## src/rtl/bounded_step_counter_pkg.sv

```systemverilog
// rtl/bounded_step_counter_pkg.sv - shared types, mode constants and parameter check
package bounded_step_counter_pkg;

  localparam logic CNT_MODE_SAT  = 1'b0;
  localparam logic CNT_MODE_WRAP = 1'b1;

  typedef enum logic [1:0] {
    CMD_HOLD = 2'd0,
    CMD_SET  = 2'd1,
    CMD_UP   = 2'd2,
    CMD_DOWN = 2'd3
  } cmd_e;

  // True when the bounds and reset value describe a usable counter.
  function automatic bit params_legal(input int width, input int min_v,
                                      input int max_v, input int rst_v);
    longint top_v;
    top_v = (longint'(1) << width) - 1;
    return (min_v >= 0) && (min_v < max_v) && (longint'(max_v) <= top_v) &&
           (rst_v >= min_v) && (rst_v <= max_v);
  endfunction

endpackage

```

## src/rtl/bounded_step_counter_if.sv

```systemverilog
// rtl/bounded_step_counter_if.sv - command and status bundle for the step counter
interface bounded_step_counter_if #(
  parameter int WIDTH  = 8,
  parameter int STEP_W = 4
);
  logic              en;
  logic              up;
  logic              down;
  logic              set;
  logic              wrap;
  logic [STEP_W-1:0] step;
  logic [WIDTH-1:0]  in;
  logic [WIDTH-1:0]  out;
  logic              at_max;
  logic              at_min;
  logic              ovf;
  logic              unf;
  logic              load_err;

  modport master (
    output en, up, down, set, wrap, step, in,
    input  out, at_max, at_min, ovf, unf, load_err
  );

  modport slave (
    input  en, up, down, set, wrap, step, in,
    output out, at_max, at_min, ovf, unf, load_err
  );
endinterface

```

## src/rtl/bounded_step_counter_step_wrap_calc.sv

```systemverilog
// rtl/bounded_step_counter_step_wrap_calc.sv - next count for one up/down step
module step_wrap_calc
  import bounded_step_counter_pkg::*;
#(
  parameter int WIDTH = 8,
  parameter int MIN   = 0,
  parameter int MAX   = 255
) (
  input  logic [WIDTH-1:0] cur,
  input  logic [WIDTH:0]   s,
  input  logic             dir_up,
  input  logic             wrap,
  output logic [WIDTH-1:0] nxt,
  output logic             crossed
);
  // One extra bit holds MAX+R and R itself when the range spans 2**WIDTH.
  localparam logic [WIDTH:0] MIN_X = (WIDTH+1)'(MIN);
  localparam logic [WIDTH:0] MAX_X = (WIDTH+1)'(MAX);
  localparam logic [WIDTH:0] RANGE = (WIDTH+1)'(MAX - MIN + 1);

  logic [WIDTH:0] cur_x;
  logic [WIDTH:0] sum;
  logic [WIDTH:0] floor_v;

  assign cur_x   = {1'b0, cur};
  assign sum     = cur_x + s;
  // Down-step underflow tested as cur < MIN+s so nothing ever goes negative.
  assign floor_v = MIN_X + s;

  // Step in the requested direction and fold or clamp at the crossed bound.
  always_comb begin
    nxt     = cur;
    crossed = 1'b0;
    if (dir_up) begin
      if (sum > MAX_X) begin
        crossed = 1'b1;
        if (wrap == CNT_MODE_SAT) nxt = MAX_X[WIDTH-1:0];
        else                      nxt = WIDTH'(sum - RANGE);
      end else begin
        nxt = WIDTH'(sum);
      end
    end else begin
      if (cur_x >= floor_v) begin
        nxt = WIDTH'(cur_x - s);
      end else begin
        crossed = 1'b1;
        if (wrap == CNT_MODE_WRAP) nxt = WIDTH'(cur_x + RANGE - s);
        else                       nxt = MIN_X[WIDTH-1:0];
      end
    end
  end

endmodule

```

## src/rtl/bounded_step_counter.sv

```systemverilog
// rtl/bounded_step_counter.sv - bounded up/down/set counter with saturate or wrap
module bounded_step_counter
  import bounded_step_counter_pkg::*;
#(
  parameter int WIDTH   = 8,
  parameter int STEP_W  = 4,
  parameter int MIN     = 0,
  parameter int MAX     = 255,
  parameter int RST_VAL = 0
) (
  input logic clk,
  input logic rst,
  bounded_step_counter_if.slave bus
);
  localparam logic [WIDTH:0] MIN_X = (WIDTH+1)'(MIN);
  localparam logic [WIDTH:0] MAX_X = (WIDTH+1)'(MAX);
  localparam logic [WIDTH:0] RANGE = (WIDTH+1)'(MAX - MIN + 1);

  if (!params_legal(WIDTH, MIN, MAX, RST_VAL)) begin : g_bad_params
    $error("bounded_step_counter: illegal WIDTH/MIN/MAX/RST_VAL");
  end

  logic [WIDTH-1:0] out_q, out_d;
  logic             ovf_q, ovf_d;
  logic             unf_q, unf_d;
  logic             load_err_q, load_err_d;

  cmd_e             cmd;
  logic [WIDTH:0]   s_eff;
  logic [WIDTH:0]   in_x;
  logic [WIDTH-1:0] calc_nxt;
  logic             calc_crossed;

  // Decode the command: set wins, opposing up/down cancel out.
  always_comb begin
    cmd = CMD_HOLD;
    if (bus.set)                 cmd = CMD_SET;
    else if (bus.up && !bus.down) cmd = CMD_UP;
    else if (bus.down && !bus.up) cmd = CMD_DOWN;
  end

  // Effective step is capped at the range size so one wrap never laps twice.
  always_comb begin
    if (int'(bus.step) > int'(RANGE)) s_eff = RANGE;
    else                              s_eff = (WIDTH+1)'(bus.step);
  end

  assign in_x = {1'b0, bus.in};

  step_wrap_calc #(
    .WIDTH (WIDTH),
    .MIN   (MIN),
    .MAX   (MAX)
  ) u_calc (
    .cur     (out_q),
    .s       (s_eff),
    .dir_up  (cmd == CMD_UP),
    .wrap    (bus.wrap),
    .nxt     (calc_nxt),
    .crossed (calc_crossed)
  );

  // Next count and event pulses; pulses default low so they last one cycle.
  always_comb begin
    out_d      = out_q;
    ovf_d      = 1'b0;
    unf_d      = 1'b0;
    load_err_d = 1'b0;
    if (bus.en) begin
      case (cmd)
        CMD_SET: begin
          if (in_x < MIN_X) begin
            out_d      = MIN_X[WIDTH-1:0];
            load_err_d = 1'b1;
          end else if (in_x > MAX_X) begin
            out_d      = MAX_X[WIDTH-1:0];
            load_err_d = 1'b1;
          end else begin
            out_d = bus.in;
          end
        end
        CMD_UP: begin
          if (s_eff != '0) begin
            out_d = calc_nxt;
            ovf_d = calc_crossed;
          end
        end
        CMD_DOWN: begin
          if (s_eff != '0) begin
            out_d = calc_nxt;
            unf_d = calc_crossed;
          end
        end
        default: ;
      endcase
    end
  end

  // Count and pulse registers.
  always_ff @(posedge clk or posedge rst) begin
    if (rst) begin
      out_q      <= WIDTH'(RST_VAL);
      ovf_q      <= 1'b0;
      unf_q      <= 1'b0;
      load_err_q <= 1'b0;
    end else begin
      out_q      <= out_d;
      ovf_q      <= ovf_d;
      unf_q      <= unf_d;
      load_err_q <= load_err_d;
    end
  end

  assign bus.out      = out_q;
  assign bus.ovf      = ovf_q;
  assign bus.unf      = unf_q;
  assign bus.load_err = load_err_q;
  assign bus.at_max   = (out_q == MAX_X[WIDTH-1:0]);
  assign bus.at_min   = (out_q == MIN_X[WIDTH-1:0]);

endmodule

```

## src/flat_wrapper.sv

```systemverilog
// flat-port wrapper written by rule: the top's interface ports become plain ports
module bounded_step_counter_flat import bounded_step_counter_pkg::*;
#(
  parameter int WIDTH   = 8,
  parameter int STEP_W  = 4,
  parameter int MIN     = 0,
  parameter int MAX     = 255,
  parameter int RST_VAL = 0
)
  (clk, rst, bus_en, bus_up, bus_down, bus_set, bus_wrap, bus_step, bus_in, bus_out, bus_at_max, bus_at_min, bus_ovf, bus_unf, bus_load_err);
  bounded_step_counter_if #(.WIDTH(WIDTH), .STEP_W(STEP_W)) bus_i ();
  input logic clk;
  input logic rst;
  input wire logic [$bits(bus_i.en)-1:0] bus_en;
  input wire logic [$bits(bus_i.up)-1:0] bus_up;
  input wire logic [$bits(bus_i.down)-1:0] bus_down;
  input wire logic [$bits(bus_i.set)-1:0] bus_set;
  input wire logic [$bits(bus_i.wrap)-1:0] bus_wrap;
  input wire logic [$bits(bus_i.step)-1:0] bus_step;
  input wire logic [$bits(bus_i.in)-1:0] bus_in;
  output wire logic [$bits(bus_i.out)-1:0] bus_out;
  output wire logic [$bits(bus_i.at_max)-1:0] bus_at_max;
  output wire logic [$bits(bus_i.at_min)-1:0] bus_at_min;
  output wire logic [$bits(bus_i.ovf)-1:0] bus_ovf;
  output wire logic [$bits(bus_i.unf)-1:0] bus_unf;
  output wire logic [$bits(bus_i.load_err)-1:0] bus_load_err;
  assign bus_i.en = bus_en;
  assign bus_i.up = bus_up;
  assign bus_i.down = bus_down;
  assign bus_i.set = bus_set;
  assign bus_i.wrap = bus_wrap;
  assign bus_i.step = bus_step;
  assign bus_i.in = bus_in;
  assign bus_out = bus_i.out;
  assign bus_at_max = bus_i.at_max;
  assign bus_at_min = bus_i.at_min;
  assign bus_ovf = bus_i.ovf;
  assign bus_unf = bus_i.unf;
  assign bus_load_err = bus_i.load_err;
  bounded_step_counter #(.WIDTH(WIDTH), .STEP_W(STEP_W), .MIN(MIN), .MAX(MAX), .RST_VAL(RST_VAL)) u_core (.clk(clk), .rst(rst), .bus(bus_i));
endmodule
```

## config.mk

```make
export PLATFORM = sky130hd
export DESIGN_NAME = bounded_step_counter_flat
export DESIGN_NICKNAME = d
export VERILOG_FILES = /design/src/rtl/bounded_step_counter_pkg.sv /design/src/rtl/bounded_step_counter_if.sv /design/src/rtl/bounded_step_counter_step_wrap_calc.sv /design/src/rtl/bounded_step_counter.sv /design/src/flat_wrapper.sv
export SDC_FILE = /design/constraint.sdc
export NUM_CORES = 1
export LEC_CHECK = 0
export BUFFER_PORTS_ARGS = -buffer_cell sky130_fd_sc_hd__clkbuf_2
export CAP_MARGIN = 20
export CORE_UTILIZATION = 45
export DETAILED_ROUTE_END_ITERATION = 8
export GPL_TIMING_DRIVEN = 0
export MAX_ROUTING_LAYER = met4
export PLACE_DENSITY = 0.72
export SLEW_MARGIN = 30
export SYNTH_ARGS = -nofsm -noshare
export SYNTH_HDL_FRONTEND = slang
export SYNTH_SLANG_ARGS = --single-unit
```

## constraint.sdc

```tcl
create_clock -name clk -period 2.3 [get_ports clk]
set_clock_uncertainty 0.15 [all_clocks]
set_input_delay 0.115 -clock clk [delete_from_list [all_inputs] [get_ports clk]]
set_output_delay 0.115 -clock clk [all_outputs]
set_load 0.03 [all_outputs]
```

# [Word-level counts from Yosys, hierarchy flattened]
# Index checks and enable logic that the tools add are counted.
[totals] in_bits=19 wordCells=51 out_inout_bits=13 register_bits=11
[op_classes] n_reduce_logical=9 eq_ne=5 n_lt_le_gt_ge=4 addsub=5 n_mux=24
[ops] operator="$mux W8" count=8
[ops] operator="$pmux W8 S2" count=1
[ops] operator="$sub A8 B4 Y8" count=2
[ops] operator="$mux W1" count=12
[ops] operator="$add A8 B4 Y9" count=1
[ops] operator="$gt A9 B8 Y1 const B" count=1
[ops] operator="$reduce_bool A9 Y1" count=1
[ops] operator="$add A8 B1 Y8 const B" count=1
[ops] operator="$eq A8 B8 Y1 const B" count=1
[ops] operator="$ge A8 B4 Y1" count=1
[ops] operator="$gt A8 B8 Y1 const B" count=1
[ops] operator="$logic_not A8 Y1" count=1
[ops] operator="$lt A8 B1 Y1 const B" count=1
[ops] operator="$sub A8 B1 Y8 const B" count=1
[ops] operator="$mux W2" count=3
[ops] operator="$eq A2 B2 Y1 const B" count=2
[ops] operator="$reduce_and A3 Y1" count=1
[ops] operator="$eq A2 B1 Y1 const B" count=1
[ops] operator="$logic_and A1 B1 Y1" count=2
[ops] operator="$logic_not A1 Y1" count=2
[ops] operator="$ne A2 B1 Y1 const B" count=1
[ops] operator="$reduce_bool A2 Y1" count=1
[ops] operator="$reduce_or A2 Y1" count=1

# [Depth between registers and ports, before layout]
# Gate-level depths: netlist of the first run.
[logic_depth] word_depth=10 mapped_depth=8 mapped_depth_nobuf=8

# [Hierarchy]
# Synthesis of the first run repeated with hierarchy kept, for this count alone.
[unflattened] hier_cells=186 hier_area_um2=1532.7
[by_module_without_submodules] module="step_wrap_calc" cells_each=140 area_per_inst_um2=967.2 seq_area_each_um2=0.0 n_inst=1
[by_module_without_submodules] module="bounded_step_counter" cells_each=46 area_per_inst_um2=565.5 seq_area_each_um2=250.2 n_inst=1

# [Worst setup path after synthesis of the first run]
# Ideal clock, no wire load.
[synth_path] path_type="register -> register" start="reg u_core.out_q[0] (netlist: u_core.bus.out[0])" end="reg u_core.out_q[5] (netlist: u_core.bus.out[5])" n_path_buf=0 setup_time_ns=0.099 arrival_ns=2.309 synth_period_minus_slack_ns=2.558 stages_incl_launch_ff=9 t_required_ns=2.051 slack_ns=-0.258 cell_sequence="dfrtp_1 > inv_1 > ha_1 > fa_1 > nand2b_1 > a21oi_1 > o32a_4 > o21ai_0 > a311oi_1"
[synth_via] elab_chain_cells=7 word_cells_on_any_way=14 cone_classes="add/sub: 5; order compare: 2; mux: 7"
[synth_lines] item="from (decl)" line_no="bounded_step_counter.sv:23" source="logic [WIDTH-1:0] out_q, out_d;"
[synth_lines] item="from (signal assigned)" line_no="bounded_step_counter.sv:102" source="out_q <= WIDTH'(RST_VAL);"
[synth_lines] item="from (signal assigned)" line_no="bounded_step_counter.sv:107" source="out_q <= out_d;"
[synth_lines] item="$add A8 B1 Y8 or $add A8 B4 Y9 (tied branches)" line_no="bounded_step_counter_step_wrap_calc.sv:47, bounded_step_counter_step_wrap_calc.sv:26"
[synth_lines] item="$sub A8 B4 Y8 or $sub A8 B1 Y8 (tied branches)" line_no="bounded_step_counter_step_wrap_calc.sv:47, bounded_step_counter_step_wrap_calc.sv:38"
[synth_lines] item="$mux W8 (on tied branches)" line_no="bounded_step_counter_step_wrap_calc.sv:47, bounded_step_counter_step_wrap_calc.sv:37"
[synth_lines] item="$mux W8 (on tied branches)" line_no="bounded_step_counter_step_wrap_calc.sv:43, bounded_step_counter_step_wrap_calc.sv:35"
[synth_lines] item="$mux W8 *" line_no="bounded_step_counter_step_wrap_calc.sv:34" source="if (dir_up) begin"
[synth_lines] item="$mux W8 *" line_no="bounded_step_counter.sv:83, bounded_step_counter.sv:89"
[synth_lines] item="$pmux W8 S2 *" line_no="bounded_step_counter.sv:70" source="case (cmd)"
# Mark *: on every way between the ends. The rest lies on a longest branch, timed or not. The select of a mux whose other input is x is not followed.
# A chain may end at the register's enable or synchronous reset.

# [Final worst setup path of the first run]
[layout_path] start="reg u_core.out_q[2] (netlist: u_core.bus.out[2])" end="reg u_core.out_q[6] (netlist: u_core.bus.out[6])"
# Same word-level chain as after synthesis.

==> results.py, run 1 <==
metrics = {
    "synthesis": {
        "syn_area_per_cell_um2": 8.06,
        "synth-warning-count": 0,
        "synth_top_family_by_area": "compound AO/OA/AOI/OAI gates",
        "synth-simple-area-share_pct": 26.4,
        "netlist_area_mm2": 0.00118,
        "synth_xor_area_share_pct": 1.48,
        "synthCells": 147,
        "synth_ff_type": "dfrtp_1",
        "synthAdderAreaFrac_pct": 12.9,
        "syn-num-nets": 177,
        "async_reset_ff_share_pct": 100,
        "ys_ff_latch": 10,
        "ys_seq_area_share_pct": 21.1,
        "synthMuxAreaShare_pct": 1.80,
        "ys_types": 48,
        "synth_edf_count": 0,
        "synth_compound_area_share_pct": 29.7,
    },
    "critical_path": {
        "timing.reg2reg.setup_slack_ps": 40,
        "cp.arrival_ps": 2250,
        "r2r-end": "u_core.bus.out[6]",
        "rr_startpoint": "u_core.bus.out[2]",
        "critical_path.max_fanout": 9,
        "end_kind": "register",
        "crit_end": "u_core.bus.out[6]",
        "start_kind": "register",
        "crit_start": "u_core.bus.out[2]",
        "required_ps": 2290,
        "r2r_cells": 6,
        "path_class": "register to register",
    },
    "sta": {
        "fin_crit_sh_pct": 98.3,
        "worst_slew_pin_slew_ps": 639,
        "fmax_ghz": 0.442,
        "setup_viol": 0,
        "fin_setup_tns_ps": 0,
        "min_period_ps": 2260,
        "slew_headroom_pct": 57.0,
        "final_hold_viol_count": 0,
        "slew_violations": 0,
        "fin_hold_ws_ps": 46.1,
        "fin_ws_ps": 38.0,
    },
    "global_route": {
        "grt_pass1_wl_um": 5690,
        "antenna_found_initial": 0,
        "gr-total-overflow": 0,
        "track_usage_pct": 29.0,
        "grt_max_degree": 11,
        "grt_pass1_vias": 1235,
    },
    "hold_path": {
        "hp-class": "primary input to register",
    },
    "status": {
        "status": "finished clean",
    },
    "routing": {
        "via_per_inst": 6.46,
        "wire_per_inst_um": 16.6,
        "drt_wl_total_um": 3690,
        "first_pass_iters": 5,
        "drc_errors": 0,
        "first_iter_violations": 70,
        "vias": 1440,
        "ant_nets": 0,
    },
    "die": {
        "core_area_mm2": 0.00248,
        "dieArea_mm2": 0.00284,
        "die_w_um": 53.3,
        "rows": 18,
        "pin_count": 32,
        "start_util_pct": 47.8,
        "die_y_um": 53.3,
    },
    "place": {
        "place.gp.congestion": 0.875,
        "dpl.hpwl_um": 2620,
        "place_ws_ps": -125,
        "dpl.cell_count": 207,
        "portBuffers": 30,
    },
    "power": {
        "ir_drop_mv": 0.409,
        "p_leak_nw": 0.680,
        "p_per_area_mw_per_mm2": 711,
    },
    "finish": {
        "multiInputGateArea_um2": 998,
        "instances_no_fill": 223,
        "areaGrowthSynthToFinish_pct": 38.9,
        "antenna_cells": 0,
        "layout_commonest_cell": "clkbuf_2",
        "drive_gt1_share_pct": 37.8,
        "fillerInstances": 205,
        "regArea_um2": 255,
        "final_nets": 224,
        "layout_common_cells": "30 x clkbuf_2, 18 x nor2_1, 10 x inv_1, 8 x buf_4, 7 x o21ai_0",
    },
    "clocking": {
        "cts_buffer_depth": 2,
        "cts.clk_slew.worst_paths_ps": 80,
        "h-tree-depth": 1,
        "cts_buffers": 3,
        "worstSkewPairLatency_ps": 280,
        "cts_root_buf": "clkbuf_4",
        "cts_tree": "yes",
        "numClockSinks": 10,
    },
    "job": {
        "cap_violations": 0,
    },
}
## where the power goes
part | total (W) | leakage [nW] | switching [W] | internal, W
logic | 0.000766 | 0.550 | 0.000431 | 0.000335
clock network | 0.000138 | 0.0150 | 0.0000705 | 0.0000672
registers | 0.000266 | 0.115 | 0.0000567 | 0.000210
## registers in the layout, summed over array words and instances (netlist names)
signal,cells
u_core.bus.out,8
u_core.bus.ovf,1
u_core.bus.unf,1
## metrics by stage
stage	power, W	utilization [%]	instance area (µm²)
6_report	0.00117	66.4	1650
5_1_grt	0.00125	66.4	1650
4_1_cts	0.00104	60.7	1500
3_5_place_dp	0.000870	56.5	1400
3_3_place_gp	0.000854	56.5	1400
2_1_floorplan	0.000714	-	1210
## Yosys cell counts, types with 2 or more instances
library cell | n | area share [%]
nand2_1 | 3 | 0.95
nand4_1 | 3 | 1.6
o21bai_1 | 2 | 1.3
nand2b_1 | 4 | 2.1
nor2b_1 | 6 | 3.2
o21a_1 | 2 | 1.3
xnor2_1 | 2 | 1.5
and4_2 | 2 | 1.7
a21oi_1 | 5 | 2.1
and2_1 | 2 | 1.1
clkbuf_1 | 3 | 0.95
nand3_1 | 4 | 1.7
nor2_1 | 18 | 5.7
ha_1 | 9 | 9.5
or2_2 | 2 | 1.1
o31a_2 | 3 | 2.5
o211ai_1 | 3 | 1.9
nor3_1 | 4 | 1.7
fa_1 | 2 | 3.4
nor4_1 | 5 | 2.6
a22oi_1 | 3 | 1.9
o41ai_1 | 2 | 1.5
or3_4 | 2 | 1.9
o21ai_0 | 10 | 4.2
inv_1 | 11 | 3.5
a31oi_1 | 3 | 1.6
o22ai_1 | 2 | 1.1
dfrtp_1 | 10 | 21
## how the worst min path moves through the flow
stage / from / endpoint / slack (ps) / depth (start not counted)
final: bus_in[0] / u_core.bus.out[0] / 50 / 4
after global routing: bus_in[1] / u_core.bus.out[1] / 40 / 3
after CTS: bus_in[1] / u_core.bus.out[1] / 50 / 3
after detailed placement: rst / u_core.bus.out[7] / -50 / 2
after global placement: rst / u_core.bus.out[7] / -60 / 2
after floorplan: rst / u_core.bus.out[2] / -190 / 1
## what timing repair did
action / in CTS / in global routing
resized for setup: 4 / 20
endpoints found under the hold margin: 14 / 0
endpoints found under the setup margin: 5 / 7
hold buffers: 5 / 0
setup buffers: 1 / 6
pin swaps: 2 / 9
## critical path: stages (launching register included)
cell,delay [ps]
dfrtp_2,470
ha_4,280
and4_4,190
or3_4,390
o32a_4,410
o21ai_0,100
a31oi_1,120
## layer usage
metal / global-route usage (%) / up-vias / part of all wire (%)
met5: - / - / 0
met4: 10.1 / 0 / 5.0
met3: 5.46 / 24 / 9.5
met2: 46.5 / 105 / 47
met1: 35.9 / 662 / 39
li1: - / 649 / -
## cells by family after synthesis
logic type / count (synthesis)
muxes: 2
adders and majority gates: 11
other: 1
AOI/OAI and AO/OA: 47
DFF: 10
xor gates and xnor gates: 2
and+or+nand+nor: 57
buffers and inverters: 17
## final cells by class
class                   instances  share of cell area [%]
multi-input cells             120                    60.7
plain buffers                   6                    2.05
inverters                      11                    2.51
clock buffers                   4                    1.60
well taps                      30                    2.28
flip-flops and latches         10                    15.5
repair buffers                 42                    15.4
Power figures use the tool's default switching activity.
==> run 2: changes to the inputs <==
Settings changed: BUFFER_PORTS_ARGS -buffer_cell sky130_fd_sc_hd__clkbuf_2 to -buffer_cell sky130_fd_sc_hd__buf_2, CTS_CLUSTER_SIZE from default to 8.
==> results.py, run 2 (same netlist as run 1, synthesis figures left out) <==
metrics = {
    "status": {
        "status": "finished clean",
    },
    "critical_path": {
        "cp_slowest_cell": "dfrtp_2",
        "rr_startpoint": "u_core.bus.out[2]",
        "crit_end": "u_core.bus.out[2]",
        "required_ps": 2270,
        "start_kind": "register",
        "crit_start": "u_core.bus.out[2]",
        "cp_cell_sequence": "ha_4 > and4_2 > or3_4 > o32a_4 > nand4_1 > a31oi_1",
        "r2r-end": "u_core.bus.out[2]",
        "path_class": "register to register",
        "slowest_delay_ps": 470,
        "critical_path.max_fanout": 9,
        "cp.arrival_ps": 2240,
        "timing.reg2reg.setup_slack_ps": 30,
        "r2r_cells": 6,
        "end_kind": "register",
    },
    "finish": {
        "fin_util_pct": 63.5,
        "final_nets": 221,
        "antenna_cells": 0,
        "regArea_um2": 255,
        "instances_no_fill": 220,
        "layout_commonest_cell": "buf_2",
        "fillerInstances": 212,
        "drive_gt1_share_pct": 34.7,
        "multiInputGateArea_um2": 940,
        "layout_common_cells": "30 x buf_2, 18 x nor2_1, 11 x inv_1, 8 x o21ai_0, 7 x ha_1",
        "largest_reg_flops": 8,
        "areaGrowthSynthToFinish_pct": 32.8,
    },
    "sta": {
        "min_period_ps": 2270,
        "worst_slew_pin_slew_ps": 666,
        "fmax_ghz": 0.440,
        "rsz0062_at_grt": "yes",
        "fin_hold_ws_ps": 48.6,
        "final_hold_viol_count": 0,
        "slew_headroom_pct": 55.5,
        "setup_viol": 0,
        "slew_violations": 0,
        "fin_crit_sh_pct": 98.7,
    },
    "die": {
        "pin_count": 32,
        "start_util_pct": 47.8,
        "die_y_um": 53.3,
        "rows": 18,
        "core_area_mm2": 0.00248,
        "die_w_um": 53.3,
        "dieArea_mm2": 0.00284,
    },
    "global_route": {
        "grt_max_degree": 11,
        "gr-total-overflow": 0,
        "antenna_found_initial": 0,
        "track_usage_pct": 28.0,
        "grtUsageMet1_pct": 34.8,
        "grt_use_met2_pct": 43.8,
        "busiest_layer": "met2",
        "grt_pass1_vias": 1227,
        "grtUsageMet3_pct": 4.89,
        "grt_pass1_wl_um": 5510,
    },
    "power": {
        "ir_drop_mv": 0.370,
        "p_leak_nw": 0.665,
        "p_per_area_mw_per_mm2": 720,
        "power_w": 0.00113,
    },
    "clocking": {
        "h-tree-depth": 1,
        "cts.clk_slew.worst_paths_ps": 70,
        "cts_root_buf": "clkbuf_4",
        "cts_buffer_depth": 2,
        "cts_tree": "yes",
        "cts_buffers": 3,
        "numClockSinks": 10,
        "worstSkewPairLatency_ps": 270,
    },
    "place": {
        "place.gp.congestion": 0.886,
        "portBuffers": 30,
        "dpl.hpwl_um": 2630,
        "dpl.cell_count": 207,
    },
    "routing": {
        "drt_wl_total_um": 3520,
        "drc_errors": 0,
        "ant_nets": 0,
        "wire_per_inst_um": 16.0,
        "via_per_inst": 6.23,
        "first_pass_iters": 7,
        "vias": 1371,
        "first_iter_violations": 52,
    },
    "hold_path": {
        "hp-class": "primary input to register",
    },
    "job": {
        "cap_violations": 0,
    },
}
run 2: changes by cell type in the layout (fill, tap and decap cells not counted), sizes merged:
cell	previous run	this run
clkbuf	37	7
buf	10	37
run 2: metal layers:
| metal | wire (µm) | vias to the layer above | share of wire, % |
|---|---|---|---|
| met3 | 276 | 10 | 7.8 |
| li1 | - | 638 | - |
| met4 | 80 | 0 | 2.3 |
| met5 | 0 | - | 0 |
| met2 | 1660 | 81 | 47 |
| met1 | 1510 | 642 | 43 |
run 2: area by class of cell:
class | instances | share of cell area (%)
buffer | 6 | 2.15
clock buffer | 4 | 2.31
inverter | 11 | 2.62
multi-input combinational | 120 | 59.7
sequential | 10 | 16.2
tap | 30 | 2.38
timing repair buffer | 39 | 14.6
run 2: power by group:
group          switching (W)  internal, W  total (W)
Clock              0.0000675    0.0000961   0.000164
Combinational       0.000399     0.000308   0.000707
Sequential         0.0000529     0.000209   0.000262
Total               0.000520     0.000614    0.00113
run 2: through the flow:
stage / setup TNS (ps) / instance area, µm² / setup WS (ps)
6_report: 0 / 1570 / 28.9
5_1_grt: -56.1 / 1570 / -29.3
4_1_cts: 0 / 1510 / 16.1
3_5_place_dp: -288 / 1400 / -110
3_3_place_gp: -295 / 1400 / -116
2_1_floorplan: 0 / 1210 / 29.9
run 2: repair_timing:
action / in CTS / in global routing
buffers inserted: 2 / 2
setup endpoints to repair: 5 / 7
pin swaps: 1 / 4
resized for setup: 3 / 10
endpoints found under the hold margin: 14 / 0
hold buffers: 5 / 0
run 2: worst min-delay path by stage:
stage | cells after the start | start | endpoint
floorplan | 1 | rst | u_core.bus.out[2]
global placement | 2 | rst | u_core.bus.out[7]
detailed placement | 2 | rst | u_core.bus.out[7]
CTS | 4 | bus_in[0] | u_core.bus.out[0]
global route | 3 | bus_in[2] | u_core.bus.out[2]
finish | 4 | bus_in[0] | u_core.bus.out[0]
run 2: critical path: cells and delay by family, from the launching register on:
family                     cells  cell delay, ps
AOI/OAI and AO/OA              2             490
DFF                            1             470
adders and majority gates      1             300
and+or+nand+nor                3             710
==> run 3: changes to the inputs <==
Settings changed: CORE_ASPECT_RATIO from default to 1.25, SETUP_SLACK_MARGIN from default to 0.5.
==> results.py, run 3 (same netlist as run 1, synthesis figures left out) <==
metrics = {
    "routing": {
        "drt_wl_total_um": 3670,
        "vias": 1378,
        "drc_errors": 0,
        "wire_per_inst_um": 15.8,
        "via_per_inst": 5.94,
        "wl_met3_um": 226,
        "wl_met2_um": 1890,
        "wl_met1_um": 1480,
        "ant_nets": 0,
        "first_iter_violations": 62,
        "first_pass_iters": 4,
        "top_layer": "met4",
    },
    "power": {
        "p_per_area_mw_per_mm2": 686,
        "ir_drop_mv": 0.382,
        "p_leak_nw": 0.719,
    },
    "sta": {
        "min_period_ps": 2190,
        "setup_viol": 0,
        "rsz0062_at_grt": "yes",
        "fin_crit_sh_pct": 95.1,
        "slew_headroom_pct": 51.3,
        "fmax_ghz": 0.457,
        "fin_setup_tns_ps": 0,
        "worst_slew_pin_slew_ps": 723,
        "slew_violations": 0,
        "final_hold_viol_count": 0,
    },
    "die": {
        "die_w_um": 47.9,
        "pin_count": 32,
        "start_util_pct": 48.3,
        "core_area_mm2": 0.00245,
        "dieArea_mm2": 0.00284,
        "rows": 20,
        "die_y_um": 59.4,
    },
    "global_route": {
        "track_usage_pct": 28.3,
        "grt_max_degree": 11,
        "antenna_found_initial": 0,
        "gr-total-overflow": 0,
        "grt_pass1_vias": 1280,
        "grt_pass1_wl_um": 5640,
    },
    "place": {
        "place_area_mm2": 0.00147,
        "place.gp.congestion": 0.845,
        "portBuffers": 30,
        "dpl.hpwl_um": 2740,
        "dpl.cell_count": 210,
    },
    "critical_path": {
        "r2r_cells": 8,
        "path_class": "register to register",
        "critical_path.max_fanout": 6,
        "end_kind": "register",
        "cp.arrival_ps": 2190,
        "slowest_delay_ps": 420,
        "rr_startpoint": "u_core.bus.out[0]",
        "cp_cell_sequence": "inv_2 > ha_4 > fa_2 > nand2b_4 > a21oi_4 > o32a_4 > o21ai_0 > a311oi_1",
        "required_ps": 2300,
        "cp_slowest_cell": "dfrtp_2",
        "start_kind": "register",
        "crit_start": "u_core.bus.out[0]",
    },
    "finish": {
        "largest_reg_flops": 8,
        "layout_common_cells": "30 x buf_2, 16 x nor2_1, 14 x buf_4, 10 x inv_1",
        "instances_no_fill": 232,
        "layout_commonest_cell": "buf_2",
        "antenna_cells": 0,
        "areaGrowthSynthToFinish_pct": 47.0,
        "design_area_mm2": 0.00174,
        "final_nets": 230,
        "drive_gt1_share_pct": 44.7,
    },
    "hold_path": {
        "min_from": "bus_in[6]",
        "hp-class": "primary input to register",
        "hold_depth": 3,
    },
    "clocking": {
        "numClockSinks": 10,
        "h-tree-depth": 1,
        "cts_tree": "yes",
        "worstSkewPairLatency_ps": 260,
        "cts.clk_slew.worst_paths_ps": 70,
        "cts_buffer_depth": 2,
        "cts_buffers": 3,
        "cts_root_buf": "clkbuf_4",
    },
    "status": {
        "status": "finished clean",
    },
    "job": {
        "cap_violations": 0,
    },
}
==> run 3: changes by cell type in the layout (fill, tap and decap cells not counted), moves of 3 or more <==
cell and delta:
buf_4 +9, ha_1 -3, ha_4 +3, o21ai_0 -3
==> run 3: worst max-delay path, delay by kind of cell, from the launching register on <==
family          cells  cell delay (ps)
compound gates      4              790
flops               1              420
simple gates        1              160
fa+ha+maj           2              490
buf+inv             1               70
==> run 3: power by group <==
part	switching, W	internal, W
clock	0.0000545	0.0000667
combinational	0.000441	0.000365
sequential	0.0000570	0.000210
total	0.000552	0.000642
==> run 3: final timing paths <==
| path | slack, ps | endpoint |
|---|---|---|
| worst min-delay path | 30 | u_core.bus.out[6] |
| worst max register to register | 110 | u_core.bus.out[5] |
| worst min register to register | 530 | u_core.bus.out[3] |
| max in group asynchronous | 1500 | u_core.bus.out[6] |
| worst max-delay path | 110 | u_core.bus.out[5] |
| min in group asynchronous | 210 | u_core.bus.out[2] |
==> run 3: metal layers <==
| metal | track usage, % | vias to the layer above |
|---|---|---|
| li1 | - | 655 |
| met1 | 34.2 | 640 |
| met2 | 45.9 | 73 |
| met3 | 2.74 | 10 |
| met4 | 12.7 | 0 |
| met5 | - | - |
==> run 3: stage by stage <==
stage | util [%] | setup slack (ps) | total power (W) | hold slack [ps]
floorplan | - | 129 | 0.000758 | -195
global placement | 59.7 | 14.7 | 0.000903 | -61.9
detailed placement | 59.7 | -52.9 | 0.000927 | -51.0
CTS | 66.7 | 145 | 0.00112 | 14.6
global route | 71.0 | 61.1 | 0.00128 | 40.4
finish | 71.0 | 113 | 0.00119 | 31.8
==> run 3: layout make-up <==
| class | instances | area (µm²) |
|---|---|---|
| inverters | 11 | 41.3 |
| flip-flops and latches | 10 | 256 |
| plain buffers | 6 | 36.3 |
| repair buffers | 48 | 305 |
| clock buffers | 4 | 26.3 |
| well taps | 33 | 41.3 |
| fillers | 208 | 711 |
| multi-input cells | 120 | 1030 |
==> run 3: what timing repair did <==
| action | in CTS | in global routing |
|---|---|---|
| endpoints found under the hold margin | 12 | 1 |
| resized for setup | 11 | 17 |
| setup endpoints to repair | 12 | 11 |
| hold buffers | 3 | 1 |
| setup buffers | 8 | 6 |
| pin swaps | 7 | 11 |
